File: config.mk
export PLATFORM = sky130hd
export DESIGN_NAME = audio_clip_scheduler
export DESIGN_NICKNAME = d
export VERILOG_FILES = /design/src/rtl/audio_pkg.sv /design/src/rtl/sample_tick_gen.sv /design/src/rtl/audio_clip_scheduler.sv
export SDC_FILE = /design/constraint.sdc
export NUM_CORES = 1
export LEC_CHECK = 0
export ABC_AREA = 1
export CORE_ASPECT_RATIO = 0.75
export CORE_MARGIN = 2
export CORE_UTILIZATION = 52
export CTS_CLUSTER_DIAMETER = 150
export DETAILED_ROUTE_END_ITERATION = 10
export GPL_TIMING_DRIVEN = 0
export PLACE_DENSITY = 0.74
export REMOVE_ABC_BUFFERS = 1
export SLEW_MARGIN = 10
export SYNTH_ARGS = -nofsm -noshare
export SYNTH_HDL_FRONTEND = slang
export SYNTH_SLANG_ARGS = --single-unit
export TNS_END_PERCENT = 10
File: constraint.sdc
create_clock -name Clk -period 2.4 [get_ports Clk]
set_input_delay 0.6 -clock Clk [delete_from_list [all_inputs] [get_ports Clk]]
set_output_delay 0.6 -clock Clk [all_outputs]
set_load 0.01 [all_outputs]
File: src/rtl/audio_pkg.sv
// ---------------------------------------------------------------------------
// audio_pkg
// Shared definitions for the audio clip scheduler: default parameters,
// scheduler state encoding and the clip table (start address and length of
// every sound effect in the sample ROM).
// ---------------------------------------------------------------------------
package audio_pkg;

  localparam int DEF_NUM_SRC    = 8;
  localparam int DEF_ADDR_W     = 18;
  localparam int DEF_SAMPLE_DIV = 1134;  // 50 MHz / ~44.1 kHz

  typedef enum logic [1:0] {
    ST_IDLE,
    ST_LOAD,
    ST_PLAY,
    ST_DONE
  } sched_state_e;

  // Clip table, index 0 first. Every length is at least 1, so LEN-1 never
  // underflows when the playback counter is loaded. Clip 7 straddles the top
  // of the address space and wraps to address 0.
  localparam int unsigned CLIP_BASE [DEF_NUM_SRC] =
    '{10, 20, 100, 200, 300, 400, 500, 262142};
  localparam int unsigned CLIP_LEN  [DEF_NUM_SRC] =
    '{2, 4, 3, 5, 1, 6, 2, 4};

endpackage

File: src/rtl/sample_tick_gen.sv
// ---------------------------------------------------------------------------
// sample_tick_gen
// Free-running divider that produces a one-cycle tick every SAMPLE_DIV
// clocks (one tick per audio sample period).
//   Clk      : system clock
//   Reset_n  : asynchronous active-low reset (counter restarts at 0)
//   tick     : high in the cycle the counter equals SAMPLE_DIV-1
// ---------------------------------------------------------------------------
module sample_tick_gen
  import audio_pkg::*;
#(
  parameter int SAMPLE_DIV = DEF_SAMPLE_DIV
) (
  input  logic Clk,
  input  logic Reset_n,
  output logic tick
);

  localparam int            CW   = (SAMPLE_DIV > 1) ? $clog2(SAMPLE_DIV) : 1;
  localparam logic [CW-1:0] LAST = CW'(SAMPLE_DIV - 1);

  logic [CW-1:0] cnt_q, cnt_d;

  assign tick  = (cnt_q == LAST);
  assign cnt_d = tick ? '0 : cnt_q + CW'(1);

  always_ff @(posedge Clk or negedge Reset_n) begin
    if (!Reset_n) begin
      cnt_q <= '0;
    end else begin
      // NOTE: sequential state is always updated with non-blocking '<=' so
      // every flop samples pre-edge values regardless of statement order.
      cnt_q <= cnt_d;
    end
  end

endmodule

File: src/rtl/audio_clip_scheduler.sv
// ---------------------------------------------------------------------------
// audio_clip_scheduler
// Latches sound-effect play requests and streams the selected clip out of
// the sample ROM at one address per sample tick. Lower request index means
// higher priority; a higher-priority request pre-empts the playing clip at
// the next tick, and the pre-empted clip is abandoned.
//   Clk, Reset_n : clock, asynchronous active-low reset
//   Req          : per-clip play request (any high cycle latches it)
//   Mute         : aborts playback and discards all pending requests
//   Rom_addr     : sample ROM read address (valid while Rom_rd is high)
//   Rom_rd       : one-cycle ROM read strobe
//   Active_clip  : one-hot playing clip, zero when idle
//   Busy         : high while a clip is loading or playing
//   Clip_done    : one-cycle pulse when a clip plays to its end
// ---------------------------------------------------------------------------
module audio_clip_scheduler
  import audio_pkg::*;
#(
  parameter int NUM_SRC    = DEF_NUM_SRC,
  parameter int ADDR_W     = DEF_ADDR_W,
  parameter int SAMPLE_DIV = DEF_SAMPLE_DIV
) (
  input  logic               Clk,
  input  logic               Reset_n,
  input  logic [NUM_SRC-1:0] Req,
  input  logic               Mute,
  output logic [ADDR_W-1:0]  Rom_addr,
  output logic               Rom_rd,
  output logic [NUM_SRC-1:0] Active_clip,
  output logic               Busy,
  output logic               Clip_done
);

  localparam int SEL_W = (NUM_SRC > 1) ? $clog2(NUM_SRC) : 1;

  sched_state_e       state_q;
  logic [NUM_SRC-1:0] pending_q, pending_d;
  logic [SEL_W-1:0]   sel_q;
  logic [ADDR_W-1:0]  addr_q;
  logic [ADDR_W-1:0]  remaining_q;
  logic [NUM_SRC-1:0] active_q;
  logic               busy_q;
  logic               done_q;

  logic               tick;
  logic               any_pending;
  logic [SEL_W-1:0]   lowest_idx;
  logic               preempt;
  logic               take;
  logic               step;
  logic [NUM_SRC-1:0] take_mask;

  sample_tick_gen #(
    .SAMPLE_DIV (SAMPLE_DIV)
  ) u_tick (
    .Clk     (Clk),
    .Reset_n (Reset_n),
    .tick    (tick)
  );

  // Priority select: lowest set pending index wins.
  always_comb begin
    // NOTE: give every always_comb output a default before any condition so
    // no path leaves it unassigned (which would infer a latch).
    lowest_idx = '0;
    for (int i = NUM_SRC - 1; i >= 0; i--) begin
      if (pending_q[i]) lowest_idx = SEL_W'(i);
    end
  end

  assign any_pending = |pending_q;

  // A pending clip with a smaller index than the playing one takes over at
  // the tick instead of the next sample being read.
  assign preempt   = (state_q == ST_PLAY) && tick && any_pending && (lowest_idx < sel_q);
  assign take      = !Mute && any_pending && ((state_q == ST_IDLE) || preempt);
  assign step      = !Mute && (state_q == ST_PLAY) && tick && !preempt;
  assign take_mask = take ? (NUM_SRC'(1) << lowest_idx) : '0;

  // New requests for the clip already playing are dropped; a Mute cycle
  // discards everything.
  assign pending_d = Mute ? '0 : ((pending_q & ~take_mask) | (Req & ~active_q));

  always_ff @(posedge Clk or negedge Reset_n) begin
    if (!Reset_n) begin
      state_q     <= ST_IDLE;
      pending_q   <= '0;
      sel_q       <= '0;
      addr_q      <= '0;
      remaining_q <= '0;
      active_q    <= '0;
      busy_q      <= 1'b0;
      done_q      <= 1'b0;
    end else begin
      pending_q <= pending_d;
      done_q    <= 1'b0;
      if (Mute) begin
        state_q  <= ST_IDLE;
        active_q <= '0;
        busy_q   <= 1'b0;
      end else begin
        case (state_q)
          ST_IDLE: begin
            if (take) begin
              state_q  <= ST_LOAD;
              sel_q    <= lowest_idx;
              active_q <= take_mask;
              busy_q   <= 1'b1;
            end
          end
          ST_LOAD: begin
            addr_q      <= ADDR_W'(CLIP_BASE[sel_q]);
            remaining_q <= ADDR_W'(CLIP_LEN[sel_q] - 1);
            state_q     <= ST_PLAY;
          end
          ST_PLAY: begin
            if (take) begin
              state_q  <= ST_LOAD;
              sel_q    <= lowest_idx;
              active_q <= take_mask;
            end else if (step) begin
              addr_q <= addr_q + ADDR_W'(1);
              if (remaining_q == '0) begin
                state_q  <= ST_DONE;
                active_q <= '0;
                busy_q   <= 1'b0;
                done_q   <= 1'b1;
              end else begin
                remaining_q <= remaining_q - ADDR_W'(1);
              end
            end
          end
          ST_DONE: state_q <= ST_IDLE;
          default: state_q <= ST_IDLE;
        endcase
      end
    end
  end

  // Rom_rd is decoded from the current cycle's tick so the strobe lines up
  // with the address register; Mute kills it in the same cycle.
  assign Rom_rd      = step;
  assign Rom_addr    = addr_q;
  assign Active_clip = active_q;
  assign Busy        = busy_q;
  assign Clip_done   = done_q;

endmodule

Word level (Yosys, flattened, before mapping). Memory sizes are Yosys's and may differ from the RTL's. Cells that the tools add are included.

Add/sub/neg operators: 4. $mul: 0. Divide/modulo/power cells: 0. Order comparisons: 2. Eq/ne operators: 13. Shift-type cells: 1. Mux-type cells: 45. Bitwise gates (word level): 7. Reductions and logical operators: 23.

Operators with widths (number): $mux W18 (9); $pmux W18 S2 (2); $mux W8 (7); $sub A18 B1 Y18 const B (2); $mux W3 (8); $add A18 B1 Y18 const B (1); $logic_not A18 Y1 (1); $and A8 B8 Y8 (2); $not A8 Y8 (2); $pmux W8 S2 (1); $add A11 B1 Y11 const B (1); $eq A11 B11 Y1 const B (1); $mux W11 (1); $mux W1 (10); $mux W2 (5); $reduce_and A5 Y1 (2); $ne A3 B3 Y1 const B (3); $logic_and A1 B1 Y1 (8); $or A8 B8 Y8 (1); $pmux W2 S4 (1); $reduce_and A4 Y1 (2); $reduce_or A8 Y1 (1); $shl A1 B3 Y8 const A (1); $ne A2 B2 Y1 const B (3); other kinds (17) (20).

Bits in registers: 70. Bits in latches: 0. Bits in writable memories: 0. Bits in read-only memories: 512. Bits of input ports: 11. Output and inout bits: 29. Word-level logic and storage cells: 106. Memories: 2.

Memory list: (name not given) (words 8, bits a word 32, rd ports 1, clocked after Yosys merged registers in 0, wr ports 0, RTL line audio_clip_scheduler.sv:113) `remaining_q <= ADDR_W'(CLIP_LEN[sel_q] - 1);`; (name not given) (words 8, bits a word 32, rd ports 1, clocked after Yosys merged registers in 0, wr ports 0, RTL line audio_clip_scheduler.sv:112) `addr_q <= ADDR_W'(CLIP_BASE[sel_q]);`.

Longest topological paths before layout.
Depth in word-level cells: 17. Depth in mapped cells: 18. Mapped depth without buffers: 17.

Hierarchy. A second synthesis with hierarchy kept.

Cells, all modules: 624. Area, all modules: 4431.8 sq um.

Modules (own cells, without submodules): audio_clip_scheduler (times used 1, cells each 548, area each 3849.9 sq um, seq. area each 1476.4 sq um); sample_tick_gen (times used 1, cells each 76, area each 581.8 sq um, seq. area each 275.3 sq um).

Worst setup path after synthesis. OpenSTA, ideal clock, no wires.

Kind: register -> output. From: register pending_q[0]. To: output Rom_rd. Data arrival time: 1.865 ns. Required time: 1.800 ns. Slack: -0.065 ns. Stages on the path, launching flop included: 13. Path buffers: 0. Cells stage by stage: dfrtp_1 > inv_1 > nand2_1 > nor3_1 > inv_1 > nor2_1 > ha_1 > a211oi_1 > nand2_1 > nor2_2 > nand2_2 > nand3_4 > inv_1.

Word-level cells in the longest chain between the ends: 5. Elaborated cells between the ends (all ways): 7. Those cells by class: 1 x order compare; 1 x mux; 5 x reduce/logical.

RTL lines: start, declared (RTL line audio_clip_scheduler.sv:37) `logic [NUM_SRC-1:0] pending_q, pending_d;`; start signal, assigned (RTL line audio_clip_scheduler.sv:95) `pending_q <= pending_d;`; $mux W3 (RTL line audio_clip_scheduler.sv:67) `if (pending_q[i]) lowest_idx = SEL_W'(i);`; named net lowest_idx[2] (RTL line audio_clip_scheduler.sv:47) `logic [SEL_W-1:0] lowest_idx;`; $lt A3 B3 Y1 (RTL line audio_clip_scheduler.sv:75) `assign preempt = (state_q == ST_PLAY) && tick && any_pending && (lowest_idx < sel_q);`; $logic_and A1 B1 Y1 (RTL line audio_clip_scheduler.sv:75); $logic_not A1 Y1 (RTL line audio_clip_scheduler.sv:77) `assign step = !Mute && (state_q == ST_PLAY) && tick && !preempt;`; $logic_and A1 B1 Y1 (RTL line audio_clip_scheduler.sv:77); end, declared (RTL line audio_clip_scheduler.sv:28) `output logic Rom_rd,`.

The timed path passes the listed nets, and every way through them passes these cells.

Final worst setup path.
From: register pending_q[6]. To: output Rom_rd.

Word-level cells in the longest chain between the ends: 11. Elaborated cells between the ends (all ways): 13. Those cells by class: 1 x order compare; 7 x mux; 5 x reduce/logical.

RTL lines (RTL line): $mux W3 (7 in series) (audio_clip_scheduler.sv:67); named net lowest_idx[2] (audio_clip_scheduler.sv:47); $lt A3 B3 Y1 (audio_clip_scheduler.sv:75); $logic_and A1 B1 Y1 (audio_clip_scheduler.sv:75); $logic_not A1 Y1 (audio_clip_scheduler.sv:77); $logic_and A1 B1 Y1 (audio_clip_scheduler.sv:77).

The timed path passes the listed nets, and every way through them passes these cells.

==> impl_metrics.ini <==
[final_layout]
stdcell_count = 757
nFillCells = 674
final_nets = 669
areaGrowthSynthToFinish_pct = 22.9
drive_above_1_share_pct = 15.8
insertedDiodeCount = 0

[global_route]
grt_first_pass_wirelength_mm = 17.0
grt_remaining_overflow = 0
track_usage_pct = 23.5
grt_max_degree = 55
grt_antenna_before_repair = 0
grt_pass1_vias = 3573

[clocking]
ctsHoldBuffers = 0
clockBufferDepth = 2
worstSkewPairLatency_ps = 350
cts.sinks = 70
cts_max_level = 3
path_clk_slew_ps = 80
numCtsBuffers = 9
tritoncts = yes
cts_root_buf = clkbuf_8

[outcome]
status = finished with violations
violations = setup timing

[sta]
worst_pin_slew_ps = 714
max_freq_mhz = 350
finalSetupViolations = 48
finalMaxSlewViolations = 0
slew-limit-headroom_pct = 52.2
rsz0062_at_grt = yes
fin_worst_skew_ps = 11.3
hold_ws_ps = 111
hold_violations = 0
setup_ws_ps = -459
min_period_ps = 2860
timing.final.crit_share_pct = 119

[critical_path]
cp-endpoint = Rom_rd
r2r_slack_ps = -260
ff2ff_path_depth = 17
startpoint_type = flop
worstPathArrival_ps = 2260
cp-end-kind = output pin
critical_path_class = reg -> out
r2r_start = pending_q[0]$_DFF_PN0_
critPathLaunch = pending_q[6]$_DFF_PN0_
crit_required_ps = 1800
crit_fanout = 3
reg2reg_to = Active_clip[1]$_DFFE_PN0P_

[synthesis]
ys_ff_latch = 70
ys_types = 45
ys_top_cells_by_count = nand2_1 (168), inv_1 (81), dfrtp_1 (70), nor2_1 (54), o21ai_0 (37)
synth_cells = 581
synth_area_um2 = 4350
ys_warn_count = 0
post-synth-top-count-cell = nand2_1
ys_async_sr_fraction_pct = 100
synth_edf_count = 0
syn_area_per_cell_um2 = 7.48
netlist_top_cells_area = dfrtp_1 (40%), nand2_1 (15%), inv_1 (7.0%)
ys_seq_area_share_pct = 40.3
synth_top_cell_by_area = dfrtp_1
synth_top_area_share_pct = 40.3
synth_ff_type = dfrtp_1

[die]
dieWidth_um = 110
start_util_pct = 54.4
rows = 28
core-area_um2 = 7990
die_area_um2 = 9120
die_h_um = 83.2
io_pins = 40

[pwr]
ir_drop_mv = 0.470
fin_total_pwr_mw = 4.23
power_density_nw_per_um2 = 792
leakagePower_nw = 2.52

[detailed_routing]
route.detailed.wl_per_inst_um = 13.6
drtIter0Drc = 240
via_count = 3984
vias_per_cell = 5.26
drc = 0
drt-pass1-iter-count = 5
ant_nets = 0
detail_route.wirelength_mm = 10.3

[placement]
place_ws_ps = -800
hpwlAfterDp_mm = 6.94
place_congestion = 0.906
place_inst = 714
port_buffers = 39

[hold_path]
hold_path.class = in -> async

[job]
maxCapViolations = 0
==> cells by family after synthesis <==
| group | synth area share (%) |
|---|---|
| xor gates and xnor gates | 4.43 |
| DFF | 40.3 |
| AOI/OAI and AO/OA | 11.3 |
| adders and majority gates | 3.17 |
| buffers and inverters | 9.81 |
| and+or+nand+nor | 31.0 |
==> stage by stage <==
stage,area [um^2],utilization (%),TNS (ps)
after global placement,4760,59.6,-143810
after floorplan,4240,-,-3470
after CTS,5140,64.3,-10360
after detailed placement,4780,59.9,-25780
after global routing,5340,66.9,-13550
final,5340,66.9,-4950
==> how the worst min path moves through the flow <==
| stage | slack [ps] | cells past startpoint | from | endpoint |
|---|---|---|---|---|
| floorplan | 300 | 0 | Reset_n | Active_clip[0]$_DFFE_PN0P_ |
| global placement | 470 | 1 | u_tick.cnt_q[0]$_DFF_PN0_ | u_tick.cnt_q[0]$_DFF_PN0_ |
| detailed placement | 490 | 1 | Reset_n | Rom_addr[13]$_DFFE_PN0P_ |
| CTS | 110 | 1 | Reset_n | u_tick.cnt_q[5]$_DFF_PN0_ |
| global route | 110 | 1 | Reset_n | u_tick.cnt_q[8]$_DFF_PN0_ |
| finish | 110 | 1 | Reset_n | u_tick.cnt_q[8]$_DFF_PN0_ |
==> report_power, final <==
| part | internal [mW] | switching [mW] | total, mW |
|---|---|---|---|
| registers | 1.42 | 0.287 | 1.71 |
| logic | 0.660 | 0.886 | 1.55 |
| clock network | 0.536 | 0.439 | 0.975 |
==> area by class of cell <==
cell class	instances	area (um^2)	area share (%)
clock buffers	13	159	2.97
clock inverters	3	42.5	0.796
inverters	84	327	6.11
multi-input cells	418	2320	43.5
flip-flops and latches	70	1750	32.8
well taps	105	131	2.46
repair buffers	64	608	11.4
==> registers in the layout, indices dropped and copies added, names as in the netlist <==
signal        flops
sel_q             3
pending_q         8
Clip_done         1
Busy              1
remaining_q      18
u_tick.cnt_q     11
state_q           2
Active_clip       8
Rom_addr         18
==> layer usage <==
metal	wire (um)	GRT usage, %	vias to the layer above
met4	151	5.87	0
met5	0	0	-
met2	4480	33.8	121
li1	-	-	1990
met1	5110	35.5	1857
met3	590	5.49	16
==> timing repair <==
action,CTS,global route
gates resized for setup,17,25
endpoints found under the setup margin,59,58
gates cloned,1,2
pin swaps,10,8
buffers inserted,12,12
==> critical path: stages (launching register included) <==
cell      delay, ps
dfrtp_1         400
or2_4           270
nor3_4          180
nor2_4           80
ha_4            240
a211oi_2        210
nand2_1          90
nor2_2          100
nand2_2          90
nand3_4          80
inv_2            40
buf_6           110
==> placed cells by master, fill, tap and decap left out, drive strengths merged, types with 16 or more instances in the layout <==
master / Yosys / layout
nand2: 175 / 178
inv: 83 / 81
dfrtp: 70 / 70
nor2: 58 / 58
o21ai: 56 / 56
clkdlybuf4s50: 0 / 37
nand3: 31 / 31
buf: 8 / 27
a21oi: 18 / 18
xor2: 16 / 16
(Power assumes the default switching activity.)
